[src/rtl/bsg_manycore_link_sdr_reset_sequencer_if.sv]
// Bring-up control bundle between the reset sequencer (master) and the SDR link pair it drives.
interface bsg_manycore_link_sdr_reset_sequencer_if;
  logic       start;
  logic [3:0] cfg_disable;
  logic       uplink_reset;
  logic       downlink_reset;
  logic       downstream_reset;
  logic       token_reset;
  logic [3:0] link_disable;
  logic       busy;
  logic       done;

  modport master (
    input  start, cfg_disable,
    output uplink_reset, downlink_reset, downstream_reset, token_reset, link_disable, busy, done
  );

  modport slave (
    output start, cfg_disable,
    input  uplink_reset, downlink_reset, downstream_reset, token_reset, link_disable, busy, done
  );
endinterface

[src/rtl/bsg_manycore_link_sdr_reset_sequencer.sv]
// Staged reset release for a manycore SDR link pair: hold all resets, pulse the token reset,
// then release uplink, downlink and downstream one step at a time. All outputs are flops.
module bsg_manycore_link_sdr_reset_sequencer #(
  parameter int unsigned assert_cycles_p = 16,
  parameter int unsigned token_cycles_p  = 4,
  parameter int unsigned gap_cycles_p    = 8
) (
  input  logic clk_i,
  input  logic reset_i,
  bsg_manycore_link_sdr_reset_sequencer_if.master link_io
);

  localparam int unsigned cnt_width_lp = $clog2(1024) + 1;
  localparam logic [cnt_width_lp-1:0] assert_load_lp = cnt_width_lp'(assert_cycles_p - 1);
  localparam logic [cnt_width_lp-1:0] token_load_lp  = cnt_width_lp'(token_cycles_p - 1);
  localparam logic [cnt_width_lp-1:0] gap_load_lp    = cnt_width_lp'(gap_cycles_p - 1);

  typedef enum logic [2:0] {
    StIdle, StAssert, StToken, StTokenGap, StUpRel, StDownRel, StDone
  } state_e;

  state_e                  state_q, state_d;
  logic [cnt_width_lp-1:0] cnt_q, cnt_d;
  // {uplink, downlink, downstream, token, busy, done}
  logic [5:0]              out_q, out_d;
  logic [3:0]              dis_q, dis_d;
  logic                    expired;

  assign expired = (cnt_q == '0);

  always_comb begin
    state_d = state_q;
    cnt_d   = cnt_q;
    dis_d   = dis_q;
    case (state_q)
      StIdle, StDone: begin
        if (link_io.start) begin
          state_d = StAssert;
          cnt_d   = assert_load_lp;
          dis_d   = link_io.cfg_disable;
        end
      end
      StAssert: begin
        if (expired) begin
          state_d = StToken;
          cnt_d   = token_load_lp;
        end else cnt_d = cnt_q - 1'b1;
      end
      StToken: begin
        if (expired) begin
          state_d = StTokenGap;
          cnt_d   = gap_load_lp;
        end else cnt_d = cnt_q - 1'b1;
      end
      StTokenGap: begin
        if (expired) begin
          state_d = StUpRel;
          cnt_d   = gap_load_lp;
        end else cnt_d = cnt_q - 1'b1;
      end
      StUpRel: begin
        if (expired) begin
          state_d = StDownRel;
          cnt_d   = gap_load_lp;
        end else cnt_d = cnt_q - 1'b1;
      end
      StDownRel: begin
        if (expired) begin
          state_d = StDone;
          cnt_d   = '0;
        end else cnt_d = cnt_q - 1'b1;
      end
      default: begin
        state_d = StIdle;
        cnt_d   = '0;
      end
    endcase
  end

  // Outputs are decoded from the next state so they leave the flop already settled.
  always_comb begin
    out_d = 6'b111000;
    case (state_d)
      StIdle:     out_d = 6'b111000;
      StAssert:   out_d = 6'b111010;
      StToken:    out_d = 6'b111110;
      StTokenGap: out_d = 6'b111010;
      StUpRel:    out_d = 6'b011010;
      StDownRel:  out_d = 6'b001010;
      StDone:     out_d = 6'b000001;
      default:    out_d = 6'b111000;
    endcase
  end

  always_ff @(posedge clk_i or posedge reset_i) begin
    if (reset_i) begin
      state_q <= StIdle;
      cnt_q   <= '0;
      out_q   <= 6'b111000;
      dis_q   <= 4'b1111;
    end else begin
      state_q <= state_d;
      cnt_q   <= cnt_d;
      out_q   <= out_d;
      dis_q   <= dis_d;
    end
  end

  assign link_io.uplink_reset     = out_q[5];
  assign link_io.downlink_reset   = out_q[4];
  assign link_io.downstream_reset = out_q[3];
  assign link_io.token_reset      = out_q[2];
  assign link_io.busy             = out_q[1];
  assign link_io.done             = out_q[0];
  assign link_io.link_disable     = dis_q;

endmodule

[src/flat_wrapper.sv]
// flat-port wrapper written by rule: the top's interface ports become plain ports
module bsg_manycore_link_sdr_reset_sequencer_flat 
#(
  parameter int unsigned assert_cycles_p = 16,
  parameter int unsigned token_cycles_p  = 4,
  parameter int unsigned gap_cycles_p    = 8
)
  (clk_i, reset_i, link_io_start, link_io_cfg_disable, link_io_uplink_reset, link_io_downlink_reset, link_io_downstream_reset, link_io_token_reset, link_io_link_disable, link_io_busy, link_io_done);
  bsg_manycore_link_sdr_reset_sequencer_if link_io_i ();
  input  logic clk_i;
  input  logic reset_i;
  input wire logic [$bits(link_io_i.start)-1:0] link_io_start;
  input wire logic [$bits(link_io_i.cfg_disable)-1:0] link_io_cfg_disable;
  output wire logic [$bits(link_io_i.uplink_reset)-1:0] link_io_uplink_reset;
  output wire logic [$bits(link_io_i.downlink_reset)-1:0] link_io_downlink_reset;
  output wire logic [$bits(link_io_i.downstream_reset)-1:0] link_io_downstream_reset;
  output wire logic [$bits(link_io_i.token_reset)-1:0] link_io_token_reset;
  output wire logic [$bits(link_io_i.link_disable)-1:0] link_io_link_disable;
  output wire logic [$bits(link_io_i.busy)-1:0] link_io_busy;
  output wire logic [$bits(link_io_i.done)-1:0] link_io_done;
  assign link_io_i.start = link_io_start;
  assign link_io_i.cfg_disable = link_io_cfg_disable;
  assign link_io_uplink_reset = link_io_i.uplink_reset;
  assign link_io_downlink_reset = link_io_i.downlink_reset;
  assign link_io_downstream_reset = link_io_i.downstream_reset;
  assign link_io_token_reset = link_io_i.token_reset;
  assign link_io_link_disable = link_io_i.link_disable;
  assign link_io_busy = link_io_i.busy;
  assign link_io_done = link_io_i.done;
  bsg_manycore_link_sdr_reset_sequencer #(.assert_cycles_p(assert_cycles_p), .token_cycles_p(token_cycles_p), .gap_cycles_p(gap_cycles_p)) u_core (.clk_i(clk_i), .reset_i(reset_i), .link_io(link_io_i));
endmodule
[config.mk]
export PLATFORM = sky130hd
export DESIGN_NAME = bsg_manycore_link_sdr_reset_sequencer_flat
export DESIGN_NICKNAME = d
export VERILOG_FILES = /design/src/rtl/bsg_manycore_link_sdr_reset_sequencer_if.sv /design/src/rtl/bsg_manycore_link_sdr_reset_sequencer.sv /design/src/flat_wrapper.sv
export SDC_FILE = /design/constraint.sdc
export NUM_CORES = 1
export LEC_CHECK = 0
export BUFFER_PORTS_ARGS = -buffer_cell sky130_fd_sc_hd__clkbuf_2
export CORE_ASPECT_RATIO = 0.9
export CORE_MARGIN = 4
export CORE_UTILIZATION = 60
export CTS_CLUSTER_SIZE = 20
export DETAILED_ROUTE_END_ITERATION = 7
export GPL_TIMING_DRIVEN = 0
export PLACE_DENSITY = 0.8
export SLEW_MARGIN = 20
export SYNTH_ARGS = -nofsm -noshare
export SYNTH_HDL_FRONTEND = slang
export SYNTH_SLANG_ARGS = --single-unit
[constraint.sdc]
create_clock -name clk_i -period 5.79 [get_ports clk_i]
set_input_delay 0.8685 -clock clk_i [delete_from_list [all_inputs] [get_ports clk_i]]
set_output_delay 0.8685 -clock clk_i [all_outputs]
set_load 0.005 [all_outputs]
Word-level counts from Yosys, hierarchy flattened
Index checks and enable logic that the tools add are counted.
{"block": "totals", "elab_cells": 37, "ff_bits": 24, "inputBits": 7, "out_inout_bits": 10}
{"block": "classes", "reduce_logical": 6, "n_eq_ne": 13, "mux": 13, "add_sub_neg": 1}
{"cell": "2-to-1 mux 11 bit", "count": 4}
{"cell": "one-hot mux 11 bit (4 select lines)", "count": 1}
{"cell": "one-hot mux 6 bit (5 select lines)", "count": 1}
{"cell": "== test 3 bit (second input constant)", "count": 6}
{"cell": "2-to-1 mux 3 bit", "count": 6}
{"cell": "one-hot mux 3 bit (6 select lines)", "count": 1}
{"cell": "== test 3 x 2 -> 1 bit (second input constant)", "count": 4}
{"cell": "zero test 11 bit", "count": 1}
{"cell": "subtractor 11 x 1 -> 11 bit (second input constant)", "count": 1}
{"cell": "== test 3 x 1 -> 1 bit (second input constant)", "count": 2}
{"cell": "OR reduction 2 bit", "count": 2}
{"cell": "zero test 3 bit", "count": 1}
{"cell": "OR reduction 3 bit", "count": 1}
{"cell": "!= test 2 bit (second input constant)", "count": 1}
{"cell": "AND reduction 2 bit", "count": 1}

Depth between registers and ports, before layout
Gate-level depths: netlist (run 1).
{"block": "logic_depth", "ltp_word": 6, "ltp_mapped": 8, "ltp_nobuf": 6}

Worst setup path after synthesis (run 1)
OpenSTA, ideal clock, no wires.
{"block": "synth_path", "path_kind": "reg-to-reg", "from": "register u_core.cnt_q[0]", "to": "register u_core.cnt_q[9]", "path_buffers": 2, "path_stages_with_launch": 9, "setup_time_ns": 0.126, "required_ns": 5.664, "t_arrival_ns": 1.999, "synth_period_minus_slack_ns": 2.126, "setup_slack_ns": 3.664, "cell_sequence": "dfrtp_1 -> inv_1 -> ha_1 -> or4b_1 -> buf_2 -> or4_4 -> buf_6 -> a32oi_1 -> o21ai_1"}
{"block": "synth_between", "elab_chain_len": 3, "word_cells_on_any_way": 6, "classes_between": "1 x add/sub; 4 x mux; 1 x reduce/logical"}
{"element": "from (decl)", "line_no": "bsg_manycore_link_sdr_reset_sequencer.sv:23", "text": "logic [cnt_width_lp-1:0] cnt_q, cnt_d;"}
{"element": "from (signal assigned)", "line_no": "bsg_manycore_link_sdr_reset_sequencer.sv:103", "text": "cnt_q <= cnt_d;"}
{"element": "subtractor 11 x 1 -> 11 bit or zero test 11 bit (tied branches)"}
{"element": "2-to-1 mux 11 bit (on tied branches)"}
{"element": "one-hot mux 11 bit (4 select lines) *", "line_no": "bsg_manycore_link_sdr_reset_sequencer.sv:35", "text": "case (state_q)"}
Every way passes the cells marked *; elsewhere a longest branch is shown, timed or not.
A chain may end at the register's enable or synchronous reset.

Worst setup path in the final report (run 1)
Ends and elaborated chain as after synthesis.

==> results of run 1 <==
## final cells by class
type | instances | share of cell area [%]
plain buffers | 10 | 3.27
clock buffers | 3 | 1.51
clock inverters | 1 | 2.02
inverters | 7 | 1.76
multi-input cells | 95 | 43.1
flip-flops and latches | 24 | 40.9
well taps | 25 | 2.10
repair buffers | 16 | 5.37
## worst paths after layout
| path | slack, ns | cells past startpoint | endpoint | from |
|---|---|---|---|---|
| min reg2reg | 0.49 | 1 | u_core.cnt_q[8] | u_core.cnt_q[8] |
| max reg2reg | 3.46 | 8 | u_core.cnt_q[9] | u_core.cnt_q[0] |
| max in group asynchronous | 4.56 | 2 | u_core.state_q[0] | reset_i |
| max | 3.46 | 8 | u_core.cnt_q[9] | u_core.cnt_q[0] |
| min in group asynchronous | 0.69 | 2 | u_core.out_q[0] | reset_i |
| min | 0.49 | 1 | u_core.cnt_q[8] | u_core.cnt_q[8] |
## per-stage QoR
stage | hold WS [ns] | instances | cell area [µm²] | total power [W]
final | 0.485 | 181 | 1490 | 0.000691
after global routing | 0.535 | 181 | 1490 | 0.000747
after CTS | 0.486 | 181 | 1490 | 0.000694
after detailed placement | 0.469 | 177 | 1440 | 0.000572
after global placement | 0.459 | 177 | 1440 | 0.000555
after floorplan | 0.444 | 136 | 1330 | 0.000494
## logic make-up after synthesis
kind of cell	after synthesis	share of synthesized area, %
xor gates and xnor gates	2	1.32
buffers and inverters	17	5.66
muxes	4	3.40
adders and majority gates	1	0.943
AOI/OAI and AO/OA	37	19.3
and+or+nand+nor	51	23.4
DFF	24	45.9
## cell usage after synthesis (2+ instances only)
library cell	instances	area, µm²
nor4_1	2	12.5
dfstp_2	7	184
buf_2	3	15.0
xnor2_1	2	17.5
nand2_1	11	41.3
nor3_1	6	30.0
clkbuf_1	6	22.5
and2_1	3	18.8
o31ai_1	3	22.5
a21oi_1	4	20.0
inv_1	7	26.3
or4_1	2	15.0
o211ai_1	2	15.0
a31oi_1	4	25.0
nand3_1	4	20.0
or4_2	3	26.3
o21a_1	2	15.0
a41oi_1	2	17.5
o21ai_0	7	35.0
nor2b_1	3	18.8
dfrtp_1	17	425
mux2_2	4	45.0
a211oi_1	2	15.0
nor2_1	6	22.5
## registers in the layout, indices dropped and copies added (netlist names)
register / flops
u_core.out_q: 6
u_core.cnt_q: 11
u_core.link_io.link_disable: 4
u_core.state_q: 3
## report_power, final
| part | internal (W) | switching [W] | total (W) | leakage, nW |
|---|---|---|---|---|
| registers | 0.000236 | 0.0000565 | 0.000293 | 0.283 |
| clock network | 0.0000701 | 0.0000510 | 0.000121 | 0.0279 |
| logic | 0.000128 | 0.000150 | 0.000278 | 0.330 |
| total | 0.000434 | 0.000257 | 0.000691 | 0.640 |
## metal layers
metal / global-route usage (%) / up-vias / share of wire, %
li1: - / 550 / -
met1: 29.7 / 508 / 47
met2: 31.2 / 43 / 43
met3: 5.67 / 4 / 9.2
met4: 6.18 / 0 / 0.84
met5: 0 / - / 0
==> out/results.txt, run 1 <==
netlist area before placement = 1330 µm²
number of standard-cell rows in the floorplan = 15
number of setup violations in the final report = 0
first-pass GRT wire length = 4840 µm
clock latency of the later-clocked register in the worst-skew pair = 0.32 ns
final worst setup slack = 3.46 ns
FF/Latch Area = 609 µm²
Worst Setup Path Type = flip-flop to flip-flop
cell with the biggest individual delay on the critical path = dfrtp_1
Filler Cell Count = 137
warnings from Yosys = 0
vias per std cell = 6.10
type of destination of the critical path = flip-flop
area of the multi-input gates = 642 µm²
overall track demand over capacity in global routing = 21.0%
ys flop type = dfrtp_1
number of max-slew violations in the final report = 0
global route total overflow = 0
area overhead of the layout relative to synthesis = 12.4%
worst voltage drop across the vdd grid = 332 µV
part of the Yosys area used for sequential elements = 45.9%
unrepaired setup endpoints after global routing = false
placer congestion estimate = 0.872
setup TNS = 0 ns
Setup Skew = 0.00589 ns
Data arrival, critical path = 2.54 ns
n_diodes = 0
antenna violations before repair = 0
clock tree from TritonCTS = yes
die outline area = 3030 µm²
post-CTS clock slew at the launch and capture registers of the worst setup and hold paths = 0.13 ns
half-perimeter wire length of the detailed placement result = 1970 µm
average wire length per cell after detail routing = 15.0 µm
fraction of layout cells with a size suffix above 1 = 28.2%
length of the first detailed-routing pass in iterations = 4
crit path launch type = flip-flop
minimum clock period after layout = 2.33 ns
worst slew pin tran = 0.884 ns
buffering stage count on the worst path with inverters included = 3
worst-case clock buffer depth = 2
mean post-synth cell area = 9.75 µm²
critical path cell sequence = inv_1 > ha_1 > or4b_1 > buf_2 > or4_4 > buf_6 > a32oi_1 > o21ai_1
proportion of register bits with asynchronous set or reset after synthesis = 100%
max cap viols = 0
outcome = finished, final reports clean
critical path required time = 6.00 ns
number of enable flip-flop cells after synthesis = 0
top library cells by usage in the layout, fill and taps aside = dfrtp_1 (17), clkbuf_2 (16), nand2_1 (11)
synth unique cells = 48
post-CTS setup-driven buffer insertion count = 0
drt initial violations = 45
number of remaining DRC errors = 0
most common cell after layout, fill and taps aside = dfrtp_1
post-synth net total = 144
final net count = 165
delay contributed by the slowest stage of the critical path = 0.45 ns
pre-CTS setup slack = 3.52 ns
total number of H-tree levels = 1
Chip Width = 57.6 µm
maximum number of pins on one net before global-route repair = 25
Synth Register Bits = 24
clock buffers created by TritonCTS = 3
initial core utilization = 66.0%
area of the placeable core = 2010 µm²
hold crit path type = flip-flop to flip-flop
cell count after synthesis = 136
worst-path maximum fanout = 10
number of gates resized after CTS = 0
input/output buffers = 16
via count of the first global-routing pass = 1018
root buffer selected by CTS = clkbuf_4
die boundary height = 52.6 µm
detailed-route wire length = 2720 µm
ratio of final minimum period to clock period = 40.3%
max-slew headroom at the worst pin = 41.0%
Max Clock Freq = 0.429 GHz
core occupancy in the finished layout = 74.2%
Power Dens Cells = 464 nW/µm²
clk sink count = 24
hold_buf cts = 0
Final Hold Violating Endpoints = 0
kind of cell adding the most delay to the critical path = simple AND/OR/NAND/NOR gates
via count = 1105
leakage = 0.640 nW
number of top-level pins = 17
residual antenna-violating net count after detailed routing = 0
Power figures use the tool's default switching activity.
==> run 2, diff against run 1 <==
--- a/config.mk
+++ b/config.mk
@@ -5,14 +5,15 @@
 export SDC_FILE = /design/constraint.sdc
 export NUM_CORES = 1
 export LEC_CHECK = 0
+export ABC_AREA = 1
 export BUFFER_PORTS_ARGS = -buffer_cell sky130_fd_sc_hd__clkbuf_2
 export CORE_ASPECT_RATIO = 0.9
 export CORE_MARGIN = 4
-export CORE_UTILIZATION = 60
+export CORE_UTILIZATION = 56
 export CTS_CLUSTER_SIZE = 20
 export DETAILED_ROUTE_END_ITERATION = 7
 export GPL_TIMING_DRIVEN = 0
-export PLACE_DENSITY = 0.8
+export PLACE_DENSITY = 0.75
 export SLEW_MARGIN = 20
 export SYNTH_ARGS = -nofsm -noshare
 export SYNTH_HDL_FRONTEND = slang
==> constraint.sdc (replaced) <==
create_clock -name clk_i -period 2.3 [get_ports clk_i]
set_input_delay 0.345 -clock clk_i [delete_from_list [all_inputs] [get_ports clk_i]]
set_output_delay 0.345 -clock clk_i [all_outputs]
set_load 0.005 [all_outputs]
==> run 2 against run 1 <==
Net effect: critical path depth rose by 1; count of clock-buffer cells in the layout rose by 1; sequential power up 140%; cell count grew 20%; register-to-register slack lost 2.9 ns; utilization is 7.3 points lower; global-route usage fell by 2.4 points; worst hold slack got worse by 0.31 ns; critical endpoint is now u_core.cnt_q[10]; largest power group is now combinational logic; highest routed layer unchanged.
==> out/results.txt, run 2 <==
number of remaining DRC errors = 0
hold_buf cts = 0
netlist area before placement = 1370 µm²
unrepaired setup endpoints after global routing = false
number of enable flip-flop cells after synthesis = 0
via count of the first global-routing pass = 1084
outcome = finished, final reports clean
Max Clock Freq = 0.571 GHz
Chip Width = 60.2 µm
top cell type's share of synthesized area = 31.0%
n_diodes = 0
overall track demand over capacity in global routing = 18.6%
ratio of final minimum period to clock period = 76.1%
Synth area leader = dfrtp_1
mean post-synth cell area = 8.03 µm²
number of setup violations in the final report = 0
detailed-route wire length = 2670 µm
clock latency of the later-clocked register in the worst-skew pair = 0.32 ns
hold crit path type = primary input to async pin
clock tree from TritonCTS = yes
input/output buffers = 16
half-perimeter wire length of the detailed placement result = 2080 µm
switching power summed over all nets = 0.000903 W
type of destination of the critical path = flip-flop
Synth Register Bits = 24
worst-case clock buffer depth = 2
total number of H-tree levels = 1
max-slew headroom at the worst pin = 41.9%
average wire length per cell after detail routing = 12.3 µm
critical path required time = 2.51 ns
proportion of register bits with asynchronous set or reset after synthesis = 100%
Sw Share = 47.2%
final net count = 200
most common cell after layout, fill and taps aside = nand2_1
worst voltage drop across the vdd grid = 777 µV
area of the placeable core = 2260 µm²
max reg flops = 11
placer congestion estimate = 0.867
number of standard-cell rows in the floorplan = 16
Power Dens Cells = 1260 nW/µm²
top cells by instance count after synthesis = nand2_1 (51), inv_1 (21), dfrtp_1 (17)
vias per std cell = 5.07
warnings from Yosys = 0
via count = 1106
relative contribution of sequential cells to total power = 37.1%
most frequently used cell type in the post-synthesis netlist = nand2_1
cell count after synthesis = 171
first-pass GRT wire length = 4580 µm
Data arrival, critical path = 1.96 ns
FF/Latch Area = 609 µm²
die outline area = 3310 µm²
Filler Cell Count = 197
clock buffers created by TritonCTS = 3
register containing the most flip-flops in the final layout = u_core.cnt_q
core occupancy in the finished layout = 66.9%
fin area = 1510 µm²
instance area at placement = 1490 µm²
number of cells on the worst reg-to-reg path = 9
dominant cells by area after synthesis = dfrtp_1 (31%), nand2_1 (14%), dfstp_2 (13%)
post-CTS setup-driven buffer insertion count = 0
initial core utilization = 60.7%
clk sink count = 24
minimum clock period after layout = 1.75 ns
Post-Route Hold Slack = 0.172 ns
ys flop type = dfrtp_1
post-synth net total = 179
PnR Total Power = 0.00191 W
antenna violations before repair = 0
global route total overflow = 0
worst slew pin tran = 0.871 ns
drt initial violations = 23
worst-path maximum fanout = 6
root buffer selected by CTS = clkbuf_4
leakage = 0.789 nW
clock share of power = 10.0%
post-CTS clock slew at the launch and capture registers of the worst setup and hold paths = 0.13 ns
number of max-slew violations in the final report = 0
top library cells by usage in the layout, fill and taps aside = nand2_1 (51), inv_1 (21), dfrtp_1 (17), clkbuf_2 (16), nor2_1 (13)
area of the multi-input gates = 642 µm²
residual antenna-violating net count after detailed routing = 0
combinational share of power = 52.9%
number of gates resized after CTS = 0
Worst Setup Path Type = flip-flop to flip-flop
die boundary height = 55.0 µm
maximum number of pins on one net before global-route repair = 25
crit path launch type = flip-flop
part of the Yosys area used for sequential elements = 44.4%
setup TNS = 0 ns
synth unique cells = 27
Setup Skew = 0.0130 ns
fraction of layout cells with a size suffix above 1 = 29.8%
number of top-level pins = 17
max cap viols = 0
area overhead of the layout relative to synthesis = 10.2%
internal power = 0.00101 W
Final Hold Violating Endpoints = 0
length of the first detailed-routing pass in iterations = 4
==> run 2: cell type report <==
| cell class | count | area share, % |
|---|---|---|
| Inverter | 25 | 6.20 |
| Multi-Input combinational cell | 119 | 42.4 |
| Sequential cell | 24 | 40.3 |
| Clock buffer | 4 | 1.74 |
| Timing Repair Buffer | 16 | 5.29 |
| Buffer | 3 | 1.82 |
| Tap cell | 27 | 2.23 |
==> run 2: power groups by stage <==
stage	combinational, W	sequential (W)	clock, W
after floorplan	0.000780	0.000704	0
after global placement	0.000955	0.000712	0
after detailed placement	0.00101	0.000717	0
after CTS	0.00101	0.000711	0.000195
after global routing	0.00114	0.000730	0.000214
final	0.00101	0.000710	0.000191
==> run 2: cell families after synthesis <==
| family | after synthesis | synth area share, % |
|---|---|---|
| AOI/OAI and AO/OA | 10 | 4.28 |
| buffers and inverters | 28 | 8.84 |
| and+or+nand+nor | 105 | 39.7 |
| adders and majority gates | 1 | 0.911 |
| DFF | 24 | 44.4 |
| xor gates and xnor gates | 3 | 1.91 |
==> run 2: metrics by stage <==
stage | setup slack, ns | instances
2_1_floorplan | 0.815 | 171
3_3_place_gp | 0.645 | 214
3_5_place_dp | 0.585 | 214
4_1_cts | 0.530 | 218
5_1_grt | 0.418 | 218
6_report | 0.550 | 218
==> run 2: metal layers <==
metal,GRT usage [%],up-vias,routed length (µm)
li1,-,567,-
met1,23.5,508,1270
met2,32.2,27,1260
met3,5.34,4,122
met4,3.32,0,19
met5,0,-,0
==> run 2: path summary, 6_finish.rpt <==
kind                                                      from                              to  slack, ns
worst max-delay path                           u_core.cnt_q[0]                u_core.cnt_q[10]       0.55
worst min-delay path                                   reset_i                 u_core.cnt_q[6]       0.17
worst max register to register                 u_core.cnt_q[0]                u_core.cnt_q[10]       0.55
worst min register to register  u_core.link_io.link_disable[0]  u_core.link_io.link_disable[0]       0.47
max in group asynchronous                              reset_i                 u_core.out_q[2]       1.59
min in group clk_i                      link_io_cfg_disable[0]  u_core.link_io.link_disable[0]       0.20
==> run 2: worst max-delay path: stages, from the launching register on <==
cell	delay, ns
dfrtp_1	0.45
inv_1	0.11
ha_1	0.23
nand2_1	0.11
nor2_4	0.17
nand2_4	0.10
nor2_8	0.13
nor2_2	0.07
nor2_2	0.19
nor2_1	0.08
